**config.mk**
```make
export PLATFORM = sky130hd
export DESIGN_NAME = uart_fifo_bridge_flat
export DESIGN_NICKNAME = d
export VERILOG_FILES = /design/src/rtl/uart_fifo_bridge_if.sv /design/src/rtl/uart_fifo_bridge.sv /design/src/flat_wrapper.sv
export SDC_FILE = /design/constraint.sdc
export NUM_CORES = 1
export LEC_CHECK = 0
export CAP_MARGIN = 10
export CORE_ASPECT_RATIO = 0.6
export CORE_UTILIZATION = 44
export CTS_BUF_LIST = sky130_fd_sc_hd__clkbuf_16
export CTS_CLUSTER_DIAMETER = 150
export CTS_CLUSTER_SIZE = 25
export DETAILED_ROUTE_END_ITERATION = 10
export GPL_TIMING_DRIVEN = 0
export PLACE_DENSITY = 0.67
export RECOVER_POWER = 50
export SYNTH_ARGS = -nofsm -noshare
export SYNTH_HDL_FRONTEND = slang
export SYNTH_SLANG_ARGS = --single-unit
```
**constraint.sdc**
```tcl
create_clock -name clk -period 3 [get_ports clk]
set_input_delay 0.45 -clock clk [delete_from_list [all_inputs] [get_ports clk]]
set_output_delay 0.45 -clock clk [all_outputs]
set_load 0.01 [all_outputs]
```
**src/rtl/uart_fifo_bridge_if.sv**
```systemverilog
// Signal bundle between the serial byte side, the CPU load/store port and the bridge.
// Latency: none, this is wiring only.
// Backpressure: carried by tx_busy (serial side) and tx_full/rd_valid (CPU side).
interface uart_fifo_bridge_if #(
  parameter int RX_DEPTH = 16,
  parameter int TX_DEPTH = 16
);
  localparam int RXCW = $clog2(RX_DEPTH) + 1;
  localparam int TXCW = $clog2(TX_DEPTH) + 1;

  // serial receiver / transmitter side
  logic [7:0]      rx_data;
  logic            new_rx_data;
  logic [7:0]      tx_data;
  logic            new_tx_data;
  logic            tx_busy;
  // CPU side
  logic [7:0]      rd_data;
  logic            rd_valid;
  logic            rd_en;
  logic [7:0]      wr_data;
  logic            wr_en;
  logic            tx_full;
  logic            rx_afull;
  logic [RXCW-1:0] rx_count;
  logic [TXCW-1:0] tx_count;
  logic            rx_ovf;
  logic            tx_ovf;
  logic            clr_ovf;

  // bridge view
  modport slave (
    input  rx_data, new_rx_data, tx_busy, rd_en, wr_data, wr_en, clr_ovf,
    output tx_data, new_tx_data, rd_data, rd_valid, tx_full, rx_afull,
           rx_count, tx_count, rx_ovf, tx_ovf
  );

  // environment view (serial core plus CPU)
  modport master (
    output rx_data, new_rx_data, tx_busy, rd_en, wr_data, wr_en, clr_ovf,
    input  tx_data, new_tx_data, rd_data, rd_valid, tx_full, rx_afull,
           rx_count, tx_count, rx_ovf, tx_ovf
  );
endinterface

```
**src/rtl/uart_fifo_bridge.sv**
```systemverilog
// RX/TX byte FIFOs between the serial byte interface and a CPU port, plus a TX drain FSM.
// Latency: RX byte visible one cycle after its strobe; TX byte strobed out no earlier than one cycle after the write.
// Backpressure: full FIFOs drop and set sticky overflow; TX drain waits while tx_busy is high, min 2 cycles between strobes.
module uart_fifo_bridge #(
  parameter int RX_DEPTH = 16,
  parameter int TX_DEPTH = 16,
  parameter int RX_AFULL = 12
) (
  input logic             clk,
  input logic             rst_n,
  uart_fifo_bridge_if.slave bus
);
  localparam int RXAW = $clog2(RX_DEPTH);
  localparam int TXAW = $clog2(TX_DEPTH);
  localparam int RXCW = RXAW + 1;
  localparam int TXCW = TXAW + 1;

  typedef enum logic {
    S_IDLE,
    S_GUARD
  } tx_state_t;

  // ---------------- RX FIFO ----------------
  logic [7:0]      rx_mem [RX_DEPTH];
  logic [RXAW-1:0] rx_wptr;
  logic [RXAW-1:0] rx_rptr;
  logic [RXCW-1:0] rx_cnt;
  logic            rx_ovf_q;
  logic            rx_full;
  logic            rx_push;
  logic            rx_pop;
  logic            rx_drop;

  assign rx_full = (rx_cnt == RXCW'(RX_DEPTH));
  assign rx_pop  = bus.rd_en && (rx_cnt != '0);
  // a pop in the same cycle frees the slot, so a full FIFO still accepts the byte
  assign rx_push = bus.new_rx_data && (!rx_full || rx_pop);
  assign rx_drop = bus.new_rx_data && !rx_push;

  // RX storage; no reset needed, contents are only observed while rd_valid is high
  always_ff @(posedge clk) begin
    if (rx_push) rx_mem[rx_wptr] <= bus.rx_data;
  end

  // RX pointers, occupancy and sticky overflow; a drop beats a same-cycle clear
  always_ff @(posedge clk or negedge rst_n) begin
    if (!rst_n) begin
      rx_wptr  <= '0;
      rx_rptr  <= '0;
      rx_cnt   <= '0;
      rx_ovf_q <= 1'b0;
    end else begin
      if (rx_push) rx_wptr <= rx_wptr + 1'b1;
      if (rx_pop)  rx_rptr <= rx_rptr + 1'b1;
      if (rx_push && !rx_pop)      rx_cnt <= rx_cnt + 1'b1;
      else if (!rx_push && rx_pop) rx_cnt <= rx_cnt - 1'b1;
      if (rx_drop)          rx_ovf_q <= 1'b1;
      else if (bus.clr_ovf) rx_ovf_q <= 1'b0;
    end
  end

  // ---------------- TX FIFO ----------------
  logic [7:0]      tx_mem [TX_DEPTH];
  logic [TXAW-1:0] tx_wptr;
  logic [TXAW-1:0] tx_rptr;
  logic [TXCW-1:0] tx_cnt;
  logic            tx_ovf_q;
  logic            tx_full_w;
  logic            tx_push;
  logic            tx_pop;
  logic            tx_drop;
  tx_state_t       tx_state;
  logic            tx_stb_q;
  logic [7:0]      tx_dat_q;

  assign tx_full_w = (tx_cnt == TXCW'(TX_DEPTH));
  // the drain FSM pops exactly when it launches a strobe
  assign tx_pop    = (tx_state == S_IDLE) && (tx_cnt != '0) && !bus.tx_busy;
  assign tx_push   = bus.wr_en && (!tx_full_w || tx_pop);
  assign tx_drop   = bus.wr_en && !tx_push;

  // TX storage
  always_ff @(posedge clk) begin
    if (tx_push) tx_mem[tx_wptr] <= bus.wr_data;
  end

  // TX pointers, occupancy and sticky overflow; a drop beats a same-cycle clear
  always_ff @(posedge clk or negedge rst_n) begin
    if (!rst_n) begin
      tx_wptr  <= '0;
      tx_rptr  <= '0;
      tx_cnt   <= '0;
      tx_ovf_q <= 1'b0;
    end else begin
      if (tx_push) tx_wptr <= tx_wptr + 1'b1;
      if (tx_pop)  tx_rptr <= tx_rptr + 1'b1;
      if (tx_push && !tx_pop)      tx_cnt <= tx_cnt + 1'b1;
      else if (!tx_push && tx_pop) tx_cnt <= tx_cnt - 1'b1;
      if (tx_drop)          tx_ovf_q <= 1'b1;
      else if (bus.clr_ovf) tx_ovf_q <= 1'b0;
    end
  end

  // Drain FSM: one-cycle strobe from IDLE, then a GUARD cycle so the transmitter's busy can rise
  always_ff @(posedge clk or negedge rst_n) begin
    if (!rst_n) begin
      tx_state <= S_IDLE;
      tx_stb_q <= 1'b0;
      tx_dat_q <= 8'h00;
    end else begin
      case (tx_state)
        S_IDLE: begin
          if (tx_pop) begin
            tx_stb_q <= 1'b1;
            tx_dat_q <= tx_mem[tx_rptr];
            tx_state <= S_GUARD;
          end else begin
            tx_stb_q <= 1'b0;
          end
        end
        S_GUARD: begin
          tx_stb_q <= 1'b0;
          tx_state <= S_IDLE;
        end
        default: begin
          tx_stb_q <= 1'b0;
          tx_state <= S_IDLE;
        end
      endcase
    end
  end

  // ---------------- outputs ----------------
  assign bus.rd_data     = rx_mem[rx_rptr];
  assign bus.rd_valid    = (rx_cnt != '0);
  assign bus.rx_count    = rx_cnt;
  assign bus.rx_afull    = (rx_cnt >= RXCW'(RX_AFULL));
  assign bus.rx_ovf      = rx_ovf_q;
  assign bus.tx_count    = tx_cnt;
  assign bus.tx_full     = tx_full_w;
  assign bus.tx_ovf      = tx_ovf_q;
  assign bus.tx_data     = tx_dat_q;
  assign bus.new_tx_data = tx_stb_q;
endmodule

```
**src/flat_wrapper.sv**
```systemverilog
// flat-port wrapper written by rule: the top's interface ports become plain ports
module uart_fifo_bridge_flat 
#(
  parameter int RX_DEPTH = 16,
  parameter int TX_DEPTH = 16,
  parameter int RX_AFULL = 12
)
  (clk, rst_n, bus_rx_data, bus_new_rx_data, bus_tx_busy, bus_rd_en, bus_wr_data, bus_wr_en, bus_clr_ovf, bus_tx_data, bus_new_tx_data, bus_rd_data, bus_rd_valid, bus_tx_full, bus_rx_afull, bus_rx_count, bus_tx_count, bus_rx_ovf, bus_tx_ovf);
  uart_fifo_bridge_if #(.RX_DEPTH(RX_DEPTH), .TX_DEPTH(TX_DEPTH)) bus_i ();
  input logic clk;
  input logic rst_n;
  input wire logic [$bits(bus_i.rx_data)-1:0] bus_rx_data;
  input wire logic [$bits(bus_i.new_rx_data)-1:0] bus_new_rx_data;
  input wire logic [$bits(bus_i.tx_busy)-1:0] bus_tx_busy;
  input wire logic [$bits(bus_i.rd_en)-1:0] bus_rd_en;
  input wire logic [$bits(bus_i.wr_data)-1:0] bus_wr_data;
  input wire logic [$bits(bus_i.wr_en)-1:0] bus_wr_en;
  input wire logic [$bits(bus_i.clr_ovf)-1:0] bus_clr_ovf;
  output wire logic [$bits(bus_i.tx_data)-1:0] bus_tx_data;
  output wire logic [$bits(bus_i.new_tx_data)-1:0] bus_new_tx_data;
  output wire logic [$bits(bus_i.rd_data)-1:0] bus_rd_data;
  output wire logic [$bits(bus_i.rd_valid)-1:0] bus_rd_valid;
  output wire logic [$bits(bus_i.tx_full)-1:0] bus_tx_full;
  output wire logic [$bits(bus_i.rx_afull)-1:0] bus_rx_afull;
  output wire logic [$bits(bus_i.rx_count)-1:0] bus_rx_count;
  output wire logic [$bits(bus_i.tx_count)-1:0] bus_tx_count;
  output wire logic [$bits(bus_i.rx_ovf)-1:0] bus_rx_ovf;
  output wire logic [$bits(bus_i.tx_ovf)-1:0] bus_tx_ovf;
  assign bus_i.rx_data = bus_rx_data;
  assign bus_i.new_rx_data = bus_new_rx_data;
  assign bus_i.tx_busy = bus_tx_busy;
  assign bus_i.rd_en = bus_rd_en;
  assign bus_i.wr_data = bus_wr_data;
  assign bus_i.wr_en = bus_wr_en;
  assign bus_i.clr_ovf = bus_clr_ovf;
  assign bus_tx_data = bus_i.tx_data;
  assign bus_new_tx_data = bus_i.new_tx_data;
  assign bus_rd_data = bus_i.rd_data;
  assign bus_rd_valid = bus_i.rd_valid;
  assign bus_tx_full = bus_i.tx_full;
  assign bus_rx_afull = bus_i.rx_afull;
  assign bus_rx_count = bus_i.rx_count;
  assign bus_tx_count = bus_i.tx_count;
  assign bus_rx_ovf = bus_i.rx_ovf;
  assign bus_tx_ovf = bus_i.tx_ovf;
  uart_fifo_bridge #(.RX_DEPTH(RX_DEPTH), .TX_DEPTH(TX_DEPTH), .RX_AFULL(RX_AFULL)) u_core (.clk(clk), .rst_n(rst_n), .bus(bus_i));
endmodule
```
==> impl_metrics.ini <==
[global_route]
grt_pass1_wl_mm = 35.85
grt-ovfl-total = 0
grt_pass1_vias = 5867
track_usage_pct = 18.18
antenna_found_initial = 0
grt_max_degree = 33

[floorplanning]
io-pin-count = 55
row_count = 45
core_um2 = 25730
dieWidth_um = 212.7
initial_utilization_pct = 45.53
die_h_um = 128.4
dieArea_um2 = 27300

[setup_path]
crit_top_cell = mux4_2
r2r_start = u_core.bus.rx_count[2]
critical_path_class = flop to output port
max_stage_delay_ns = 0.52
rr_worst_depth = 12
slowest_stage = mux4_2
cp.required_ns = 2.55
critPathMaxFanout = 10
worstReg2RegEnd = u_core.bus.rx_count[4]
cp_num_buf_inv = 3
rrSetupSlack_ns = 0.12
critPathTopFamily = multiplexers
start_kind = flop
crit_path_cell_trace = buf_6 > buf_12 > mux4_2 > mux4_2 > clkdlybuf4s15_1
worstPathArrival_ns = 2.48
crit_path_end_kind = output port

[synth]
synth-edff-count = 256
syn_nets = 639
postSynthCellCount = 596
synth_warnings = 0
syn-cell-area_um2 = 11710
synth_seq_cells = 293
synth_flop_cell = edfxtp_1
synth-seq-area-share_pct = 73.52
synthTopCellsByArea = edfxtp_1 (66%), mux4_2 (14%), dfrtp_1 (7.9%)
synthDominantCellAreaShare_pct = 65.62
post-synth-top-area-cell = edfxtp_1
avgSynthCellArea_um2 = 19.66
async_flop_share_pct = 12.63
synth_cell_types = 36

[power]
power.leakage_uw = 0.004486
powerDensity_nw_per_um2 = 891.5
vdd_drop_max_v = 0.0003722
power_uw = 11910

[place]
pre_cts_ws_ns = -0.3975
port_buffers = 54
place_congestion = 0.7922
dpl.cell_count = 1005
dp_hpwl_mm = 16.78

[sta]
worstMarginPinSlew_ns = 1.671
period_share_pct = 97.63
period_minus_slack_ns = 2.929
worst_slack_ns = 0.07111
clock.fmax_mhz = 341.4
relSlewSlack_pct = -11.38
hold_violations = 0
rsz0062_at_grt = no
hold_ws_ns = 0.3612
setup_viol = 0
slew_viol_final = 33
skew_ns = 0.01983

[clock_tree]
cts_buffer_depth = 3
cts_sinks = 293
clk_latency_ns = 0.50
cts_tree = built
numCtsBuffers = 15
path_clk_slew_ns = 0.10
clock_tree.root_cell = clkbuf_16
htree_levels = 1

[cells_and_area]
layout-drive-gt1-share_pct = 22.22
register_area_um2 = 8618
layout_common_cells = edfxtp_1 (256), mux4_2 (72), nand2_1 (36)
layout-area-overhead-vs-synth_pct = 14.01
multi_input_area_um2 = 3012
final_core_utilization_pct = 51.91
num_antenna_cells = 0
fillers = 2011
nNetsFinal = 720
final_cells = 1036
final_common_cell = edfxtp_1

[detailed_routing]
drc = 0
vias_per_cell = 5.511
drtIter0Drc = 551
first_pass_iters = 5
num_vias = 5709
wl_mm = 23.83
wire_per_inst_um = 23.00
antenna_left = 0

[status]
status = finished with violations
violations = max-capacitance violations, max-slew violations

[min_path]
hold_path_class = primary input to async pin

[job]
max_cap_viol_count = 1
-- what timing repair did --
| action | 4_1_cts | 5_1_grt |
|---|---|---|
| pin swaps | 2 | 2 |
| gates resized for setup | 40 | 21 |
| endpoints found under the setup margin | 12 | 11 |
| endpoints found under the hold margin | 5 | 0 |
| hold buffers | 1 | 0 |
| buffers inserted | 7 | 3 |
-- layout make-up --
cell class / instances / area share (%)
inverters: 16 / 0.5059
plain buffers: 25 / 1.246
clock buffers: 15 / 2.810
clock inverters: 9 / 0.3279
flip-flops and latches: 293 / 64.52
repair buffers: 68 / 4.740
well taps: 352 / 3.297
multi-input cells: 258 / 22.55
-- cells by family (layout without fill, tap and decap cells) --
logic type / Yosys count / in the layout / share of synthesized area [%]
AOI/OAI and AO/OA: 34 / 34 / 1.613
buffers and inverters: 45 / 133 / 1.581
adders and majority gates: 20 / 20 / 2.264
xor gates and xnor gates: 21 / 21 / 1.570
DFF: 293 / 293 / 73.52
and+or+nand+nor: 92 / 92 / 3.888
muxes: 91 / 91 / 15.56
-- Yosys cell counts, types with 11 or more instances --
master	number
edfxtp_1	256
mux4_2	72
dfrtp_1	37
nand2_1	36
ha_1	18
nor2_1	18
xnor2_1	17
inv_1	14
o21ai_0	14
clkbuf_1	13
a21oi_1	12
buf_2	11
-- per-layer routing --
layer | routed length, µm | global-route usage [%] | part of all wire, % | up-vias
met3 | 1567 | 2.685 | 6.6 | 26
li1 | - | - | - | 2501
met2 | 10040 | 25.26 | 42 | 167
met1 | 11930 | 30.72 | 50 | 3015
met5 | 0 | 0 | 0 | -
met4 | 289 | 2.624 | 1.2 | 0
-- sequential cells by signal (all words and copies together), names as in the netlist --
name and cells:
u_core.rx_mem 128, u_core.tx_mem 128, u_core.bus.tx_data 8, u_core.bus.rx_count 5, u_core.bus.tx_count 5, u_core.rx_rptr 4, u_core.rx_wptr 4, u_core.tx_rptr 4
u_core.tx_wptr 4, u_core.bus.rx_ovf 1, u_core.bus.tx_ovf 1, u_core.tx_state 1
-- stage by stage --
step           setup TNS [ns]  instance area [µm²]
6_report                    0                13360
5_1_grt                     0                13360
4_1_cts                     0                13280
3_5_place_dp           -7.690                12720
3_3_place_gp           -9.797                12700
2_1_floorplan               0                11720
-- worst register-to-register path: stages, from the launching register on --
cell	delay [ns]
dfrtp_2	0.47
or4_4	0.51
or2_4	0.24
and2_2	0.24
inv_4	0.09
ha_4	0.15
inv_2	0.07
fa_2	0.35
a21o_1	0.18
a21oi_2	0.14
xnor2_1	0.13
nor2_1	0.07
xor2_1	0.15
-- worst max path at each step --
stage / from / slack, ns / end / depth (start not counted)
global placement: u_core.bus.tx_count[0] / -0.35 / u_core.bus.tx_count[4] / 11
finish: u_core.rx_rptr[0] / 0.07 / bus_rd_data[5] / 5
global route: u_core.bus.rx_count[0] / 0.004 / u_core.bus.rx_count[4] / 12
CTS: u_core.rx_rptr[0] / 0.002 / bus_rd_data[4] / 5
floorplan: u_core.bus.rx_count[0] / 0.05 / u_core.bus.rx_count[4] / 12
detailed placement: u_core.bus.tx_count[0] / -0.40 / u_core.bus.tx_count[4] / 11
-- report_power, final --
part	leakage (µW)	total [µW]	switching, µW	internal, µW
Sequential	0.00276	5370	339	5040
Clock	0.000231	2150	1220	929
Combinational	0.00150	4380	2180	2200
(Power assumes the default switching activity.)
